--- src/rtl/disp_pkg.sv ---
// Shared types for the display byte sequencer: state encoding, init length and init ROM.
// The init ROM and INIT states exist only when DISP_INIT_SEQ_EN is defined.
package disp_pkg;

    localparam logic [2:0] ENC_RST_HOLD  = 3'd0;
    localparam logic [2:0] ENC_RST_WAIT  = 3'd1;
    localparam logic [2:0] ENC_INIT_SEND = 3'd2;
    localparam logic [2:0] ENC_INIT_WAIT = 3'd3;
    localparam logic [2:0] ENC_READY     = 3'd4;
    localparam logic [2:0] ENC_FB_FETCH  = 3'd5;
    localparam logic [2:0] ENC_FB_SEND   = 3'd6;
    localparam logic [2:0] ENC_FB_WAIT   = 3'd7;

    typedef enum logic [2:0] {
        RST_HOLD  = ENC_RST_HOLD,
        RST_WAIT  = ENC_RST_WAIT,
`ifdef DISP_INIT_SEQ_EN
        INIT_SEND = ENC_INIT_SEND,
        INIT_WAIT = ENC_INIT_WAIT,
`endif
        READY     = ENC_READY,
        FB_FETCH  = ENC_FB_FETCH,
        FB_SEND   = ENC_FB_SEND,
        FB_WAIT   = ENC_FB_WAIT
    } state_t;

    localparam int INIT_LEN = 25;

`ifdef DISP_INIT_SEQ_EN
    // SSD1306 128x64 bring-up: display off, clocking, mux, offset, charge pump,
    // horizontal addressing, remap, COM config, contrast, precharge, VCOMH, display on.
    function automatic logic [7:0] init_rom(input logic [4:0] idx);
        case (idx)
            5'd0:    init_rom = 8'hAE;
            5'd1:    init_rom = 8'hD5;
            5'd2:    init_rom = 8'h80;
            5'd3:    init_rom = 8'hA8;
            5'd4:    init_rom = 8'h3F;
            5'd5:    init_rom = 8'hD3;
            5'd6:    init_rom = 8'h00;
            5'd7:    init_rom = 8'h40;
            5'd8:    init_rom = 8'h8D;
            5'd9:    init_rom = 8'h14;
            5'd10:   init_rom = 8'h20;
            5'd11:   init_rom = 8'h00;
            5'd12:   init_rom = 8'hA1;
            5'd13:   init_rom = 8'hC8;
            5'd14:   init_rom = 8'hDA;
            5'd15:   init_rom = 8'h12;
            5'd16:   init_rom = 8'h81;
            5'd17:   init_rom = 8'hCF;
            5'd18:   init_rom = 8'hD9;
            5'd19:   init_rom = 8'hF1;
            5'd20:   init_rom = 8'hDB;
            5'd21:   init_rom = 8'h40;
            5'd22:   init_rom = 8'hA4;
            5'd23:   init_rom = 8'hA6;
            5'd24:   init_rom = 8'hAF;
            default: init_rom = 8'h00;
        endcase
    endfunction
`endif

endpackage

--- src/rtl/disp_stream_ctrl.sv ---
// Byte sequencer feeding spi_master: display reset pulse, optional init commands
// (DISP_INIT_SEQ_EN), then one framebuffer stream per frame request.
//
// state     | meaning
// RST_HOLD  | disp_res_n low for RST_CYCLES
// RST_WAIT  | disp_res_n high, settle for RST_CYCLES
// INIT_SEND | launch init command byte idx (dc=0)
// INIT_WAIT | wait spi_done for the command byte
// READY     | idle; accept frame_req or pending request
// FB_FETCH  | framebuffer read latency cycle
// FB_SEND   | launch framebuffer byte (dc=1)
// FB_WAIT   | wait spi_done for the data byte
module disp_stream_ctrl
    import disp_pkg::*;
#(
    parameter int          FB_BYTES   = 1024,
    parameter logic [15:0] RST_CYCLES = 16'd50000,
    parameter int          FB_AW      = 10
) (
    input  logic             clk,
    input  logic             reset,
    input  logic             frame_req,
    output logic [FB_AW-1:0] fb_addr,
    input  logic [7:0]       fb_data,
    output logic             spi_start,
    output logic [7:0]       spi_data,
    input  logic             spi_done,
    output logic             dc,
    output logic             disp_res_n,
    output logic             init_done,
    output logic             busy,
    output logic             frame_done
);

    state_t      state, state_nx;
    logic [15:0] cnt;
    logic        cnt_tc;
    logic        pending;
    logic        fb_last;
    logic        frame_go;
`ifdef DISP_INIT_SEQ_EN
    logic [4:0]  idx;
    logic        idx_last;
    assign idx_last = (idx == 5'(INIT_LEN - 1));
`endif

    assign cnt_tc     = (cnt == RST_CYCLES - 16'd1);
    assign fb_last    = (fb_addr == FB_AW'(FB_BYTES - 1));
    assign frame_go   = frame_req || pending;
    assign disp_res_n = (state != RST_HOLD);
    assign busy       = (state != READY);

    always_ff @(posedge clk or posedge reset) begin
        if (reset) state <= RST_HOLD;
        else       state <= state_nx;
    end

    always_comb begin
        state_nx = state;
        case (state)
            RST_HOLD:  if (cnt_tc) state_nx = RST_WAIT;
`ifdef DISP_INIT_SEQ_EN
            RST_WAIT:  if (cnt_tc) state_nx = INIT_SEND;
            INIT_SEND: state_nx = INIT_WAIT;
            INIT_WAIT: if (spi_done) state_nx = idx_last ? READY : INIT_SEND;
`else
            RST_WAIT:  if (cnt_tc) state_nx = READY;
`endif
            READY:     if (frame_go) state_nx = FB_FETCH;
            FB_FETCH:  state_nx = FB_SEND;
            FB_SEND:   state_nx = FB_WAIT;
            FB_WAIT:   if (spi_done) state_nx = fb_last ? READY : FB_FETCH;
            default:   state_nx = RST_HOLD;
        endcase
    end

    always_ff @(posedge clk or posedge reset) begin
        if (reset) begin
            cnt        <= '0;
            pending    <= 1'b0;
            fb_addr    <= '0;
            spi_start  <= 1'b0;
            spi_data   <= '0;
            dc         <= 1'b0;
            init_done  <= 1'b0;
            frame_done <= 1'b0;
`ifdef DISP_INIT_SEQ_EN
            idx        <= '0;
`endif
        end else begin
            spi_start  <= 1'b0;
            frame_done <= 1'b0;

            // A READY cycle always consumes any pending request.
            if (state == READY)  pending <= 1'b0;
            else if (frame_req)  pending <= 1'b1;

            case (state)
                RST_HOLD: cnt <= cnt_tc ? 16'd0 : cnt + 16'd1;
                RST_WAIT: begin
                    cnt <= cnt_tc ? 16'd0 : cnt + 16'd1;
`ifndef DISP_INIT_SEQ_EN
                    if (cnt_tc) init_done <= 1'b1;
`endif
                end
`ifdef DISP_INIT_SEQ_EN
                INIT_SEND: begin
                    dc        <= 1'b0;
                    spi_data  <= init_rom(idx);
                    spi_start <= 1'b1;
                end
                INIT_WAIT: begin
                    if (spi_done) begin
                        idx <= idx + 5'd1;
                        if (idx_last) init_done <= 1'b1;
                    end
                end
`endif
                READY:   if (frame_go) fb_addr <= '0;
                FB_SEND: begin
                    dc        <= 1'b1;
                    spi_data  <= fb_data;
                    spi_start <= 1'b1;
                end
                FB_WAIT: begin
                    if (spi_done) begin
                        if (fb_last) frame_done <= 1'b1;
                        else         fb_addr    <= fb_addr + FB_AW'(1);
                    end
                end
                default: ;
            endcase
        end
    end

endmodule
--- config.mk ---
export PLATFORM = sky130hd
export DESIGN_NAME = disp_stream_ctrl
export DESIGN_NICKNAME = d
export VERILOG_FILES = /design/src/rtl/disp_pkg.sv /design/src/rtl/disp_stream_ctrl.sv
export SDC_FILE = /design/constraint.sdc
export NUM_CORES = 1
export LEC_CHECK = 0
export BUFFER_PORTS_ARGS = -buffer_cell sky130_fd_sc_hd__buf_4
export CORE_AREA = 2 2 75 77
export CTS_CLUSTER_SIZE = 12
export DETAILED_ROUTE_END_ITERATION = 7
export DIE_AREA = 0 0 77 79
export PLACE_DENSITY_LB_ADDON = 0.3
export SETUP_SLACK_MARGIN = 0.15
export SYNTH_ARGS = -nofsm -noshare
export SYNTH_HDL_FRONTEND = slang
export SYNTH_SLANG_ARGS = --single-unit
export TNS_END_PERCENT = 50
--- constraint.sdc ---
create_clock -name clk -period 3 [get_ports clk]
set_input_delay 0.15 -clock clk [delete_from_list [all_inputs] [get_ports clk]]
set_output_delay 0.15 -clock clk [all_outputs]
set_load 0.01 [all_outputs]
# == Word-level counts from Yosys, hierarchy flattened ==
# Cells that the tools add are included.
# word_totals
memories,0
out_inout_bits,24
word_cells,50
ram_bits,0
rom_bits,0
in_bits,12
regBits,42
latch_bits,0
# classes
n_mux,17
n_mul,0
shifts,0
n_bitwise,0
n_eq_ne,13
add_sub_neg,2
magnitude_cmp,0
n_reduce_logical,9
n_div,0
# ops
cell,n
$mux 10,3
$pmux 10 s2,1
$pmux 3 s6,1
$add 16x1->16 const B,1
$eq 16x16->1 const B,1
$mux 16,1
$eq 3x3->1 const B,4
$mux 3,4
$add 10x1->10 const B,1
$eq 10x10->1 const B,1
$ne 2x2->1 const B,5
$reduce_and 4->1,2
$mux 1,7
$reduce_bool 2->1,2
$eq 3x1->1 const B,1
$logic_not 3->1,1
$ne 3x3->1 const B,1
$reduce_bool 3->1,1
$reduce_and 2->1,1
$reduce_or 2->1,1
$logic_or 1x1->1,1

# == Longest topological paths before layout ==
# logic_depth
depth_word,4
depth_mapped,6
ltp_nobuf,5

# == Least setup slack after synthesis ==
# OpenSTA, ideal clock, no wires.
# synth_timing
kind,reg-to-reg
startpoint,reg state[1]
endpoint,reg fb_addr[4]
slack_ps,1174
arrival_time_ps,1702
required_time_ps,2876
period_less_slack_ps,1826
setup_time_ps,124
path_stages_with_launch,6
n_path_buf,1
cell_sequence,dfrtp_1 -> or4_1 -> a21boi_2 -> buf_2 -> nor4_1 -> a211o_1
# synth_between
elab_chain_len,3
elab_cells_between_ends,8
classes_between,eq/ne (5); mux (1); reduce/logical (2)
# synth_rtl
item,line,rtl
from (decl),disp_stream_ctrl.sv:35,"state_t state, state_nx;"
from (signal assigned),disp_stream_ctrl.sv:55,else state <= state_nx;
$eq 3x3->1,disp_stream_ctrl.sv:98,case (state)
$ne 2x2->1 (no source line) or $reduce_bool 2->1 (tied branches),-,
$reduce_and 4->1 (no source line),-,
to (signal assigned),disp_stream_ctrl.sv:128,else fb_addr <= fb_addr + FB_AW'(1);
to (decl),disp_stream_ctrl.sv:23,"output logic [FB_AW-1:0] fb_addr,"
# Several ways; a longest one is shown, not always the timed one.
# A chain may end at the register's enable or synchronous reset.

# == Final worst setup path ==
# Same ends and word-level chain as after synthesis.

==> reports/metrics.csv <==
metric,value,unit
FF-to-FF path depth,4,
first-pass GRT wire length,7.53,mm
switching power,199,uW
PortBufs,35,
final hold vios,0,
row count,27,
H-Tree Level Count,2,
Critical Path End Type,flop,
RR Endpoint,fb_addr[4]$_DFFE_PP0P_,
Die Y,79,um
via/cell ratio,5.23,
"CTS clk-pin slew, worst paths",0.08,ns
Synth top area share,50.8,%
fin crit period,2.23,ns
largest net degree at the start of global routing,43,
Comb power frac,2.4,%
RSZ-0062 raised after global routing,false,
setup slack at placement,0.805,ns
Hold Path End,spi_data[1]$_DFFE_PP0P_,
number of post-CTS setup repair buffers,0,
Synth cell types,42,
initial drt markers,114,
fin crit share,74.3,%
Root Buffer,clkbuf_8,
CTS Buf Count,5,
vias,1684,
final wirelength,4.44,mm
Worst-Margin Slew,0.784,ns
Post-DP HPWL,3.05,mm
diode count,0,
Max Root-Sink Buffers,2,
min-delay src,fb_data[1],
CTS tree,done,
first-pass detailed-route iteration total,4,
Pins Over Slew Limit,0,
global route overflow,0,
share of cells above drive strength 1,19.6,%
Post-DRT Antenna Nets,0,
clock network power share,42.4,%
most used flip-flop cell after synthesis,dfrtp_1,
Pint,826,uW
critical path data arrival time,2.41,ns
Post-DP Area,2410,um2
PD cells,405,nW/um2
worst hold path class,input port to flop,
Worst Setup Start Kind,flop,
hold path depth,3,
"setup slack, reg-to-reg",0.77,ns
RR Startpoint,state[1]$_DFFE_PP0P_,
Max Freq,448,MHz
initial antenna violation count,0,
Initial Util,38.8,%
Final setup viols,0,
P&R area growth vs syn,22.2,%
CP required,3.18,ns
crit-path max FO,16,
CTS Hold Bufs,1,
worst rel slew slack,47.3,%
crit path from,state[1]$_DFFE_PP0P_,
maximum VDD drop,0.229,mV
register share of total power,55.2,%
number of synthesized flops with an enable pin,0,
I/O pins,36,
ys async rst share,100,%
WL/cell,13.8,um
final instance area,2530,um2
vias in the first global route,1577,
critical path type,flop to flop,
flip-flop and latch count after synthesis,42,
Yosys top cell by area,dfrtp_1,
worst setup slack after layout,0.770,ns
Yosys warnings,0,
sequential cell area,1050,um2
Max-cap violations,0,
DRC,0,
clock latency on the worst-skew pair,0.29,ns
setup TNS,0,ns
Nets,263,
leakage,0.00117,uW
outcome,"finished, final reports clean",
Core Area,5340,um2
Final Wtd Congestion,0.815,
sequential-to-total area share from yosys stat,50.8,%
synthesized area,2070,um2
Avg Inst Size Synth,9.91,um2
post_cts resized,0,
Fillers,512,
top-count cell post-synth,dfrtp_1,
syn_nets,223,
Post-Syn Instances,209,
die area,6080,um2
clock sink total,42,
leading post-synthesis cells by cell area,"dfrtp_1 (51%), nand2_1 (7.3%), xor2_1 (3.0%)",
synth cell count leaders,"dfrtp_1 (42), nand2_1 (40), nor2_1 (11)",
die width,77,um
sw frac,19.4,%
area of the multi-input gates,977,um2
Total Routing Usage GR,15.7,%
Post-Route Skew,0.00803,ns
## power by group through the flow
stage               combinational, uW  sequential [uW]  clock (uW)
finish                           24.6              566         435
global route                     28.1              566         488
CTS                              25.8              566         453
detailed placement               24.7              577           0
global placement                 24.9              577           0
floorplan                        8.66              577           0
## registers in the layout, summed over array words and instances, names as in the netlist
name,flops
state,3
cnt,16
fb_addr,10
init_done,1
spi_start,1
frame_done,1
dc,1
pending,1
spi_data,8
## how the worst max path moves through the flow
stage | end | slack (ns) | cells past startpoint
after floorplan | fb_addr[4]$_DFFE_PP0P_ | 1.17 | 5
after global placement | state[0]$_DFFE_PP0P_ | 0.88 | 4
after detailed placement | fb_addr[4]$_DFFE_PP0P_ | 0.80 | 4
after CTS | fb_addr[4]$_DFFE_PP0P_ | 0.79 | 4
after global routing | state[0]$_DFFE_PP0P_ | 0.63 | 4
final | fb_addr[4]$_DFFE_PP0P_ | 0.77 | 4
## cells in the final DEF (no fill, tap or decap), drive strengths merged, types with 3 or more instances in the layout
cell and n:
xor2 7, o31ai 3, dfrtp 42, mux2i 4, o41ai 5, and3 6, a2111o 4, nand3 9
clkbuf 7, nand2 40, nor2 11, nand4 8, inv 6, nand2b 3, xnor2 5, o21ai 7
a21oi 6, buf 36, or3 5, nor4 7
## critical path, stage by stage (launching register included)
cell and delay (ns):
dfrtp_1 0.54, or4_1 0.58, a21boi_2 0.59, nor4_1 0.12, a211o_1 0.29
## metrics by stage
step / cells / hold WS (ns) / util [%] / total power (uW)
after floorplan: 209 / 0.255 / - / 586
after global placement: 313 / 0.328 / 45.2 / 602
after detailed placement: 313 / 0.324 / 45.2 / 602
after CTS: 322 / 0.0342 / 47.4 / 1040
after global routing: 322 / 0.0326 / 47.4 / 1080
final: 322 / 0.0456 / 47.4 / 1030
## cells by family after synthesis
group	Yosys count	share of synthesized area (%)
adders and majority gates	2	1.21
xor gates and xnor gates	12	5.08
buffers and inverters	11	2.05
AOI/OAI and AO/OA	34	12.1
and+or+nand+nor	103	26.3
muxes	5	2.48
DFF	42	50.8
## routing by layer
metal | vias to the layer above | track usage [%] | part of all wire, %
met5 | - | 0 | 0
met4 | 0 | 5.36 | 1.3
met3 | 5 | 5.68 | 5.5
met2 | 36 | 22.8 | 43
met1 | 797 | 21.7 | 50
li1 | 846 | - | -
## layout make-up
class	count	area share [%]
flip-flops and latches	42	41.5
multi-input cells	156	38.6
repair buffers	37	11.1
well taps	72	3.56
clock buffers	7	3.02
clock inverters	1	1.19
inverters	7	1.04
(Power assumes the default switching activity.)
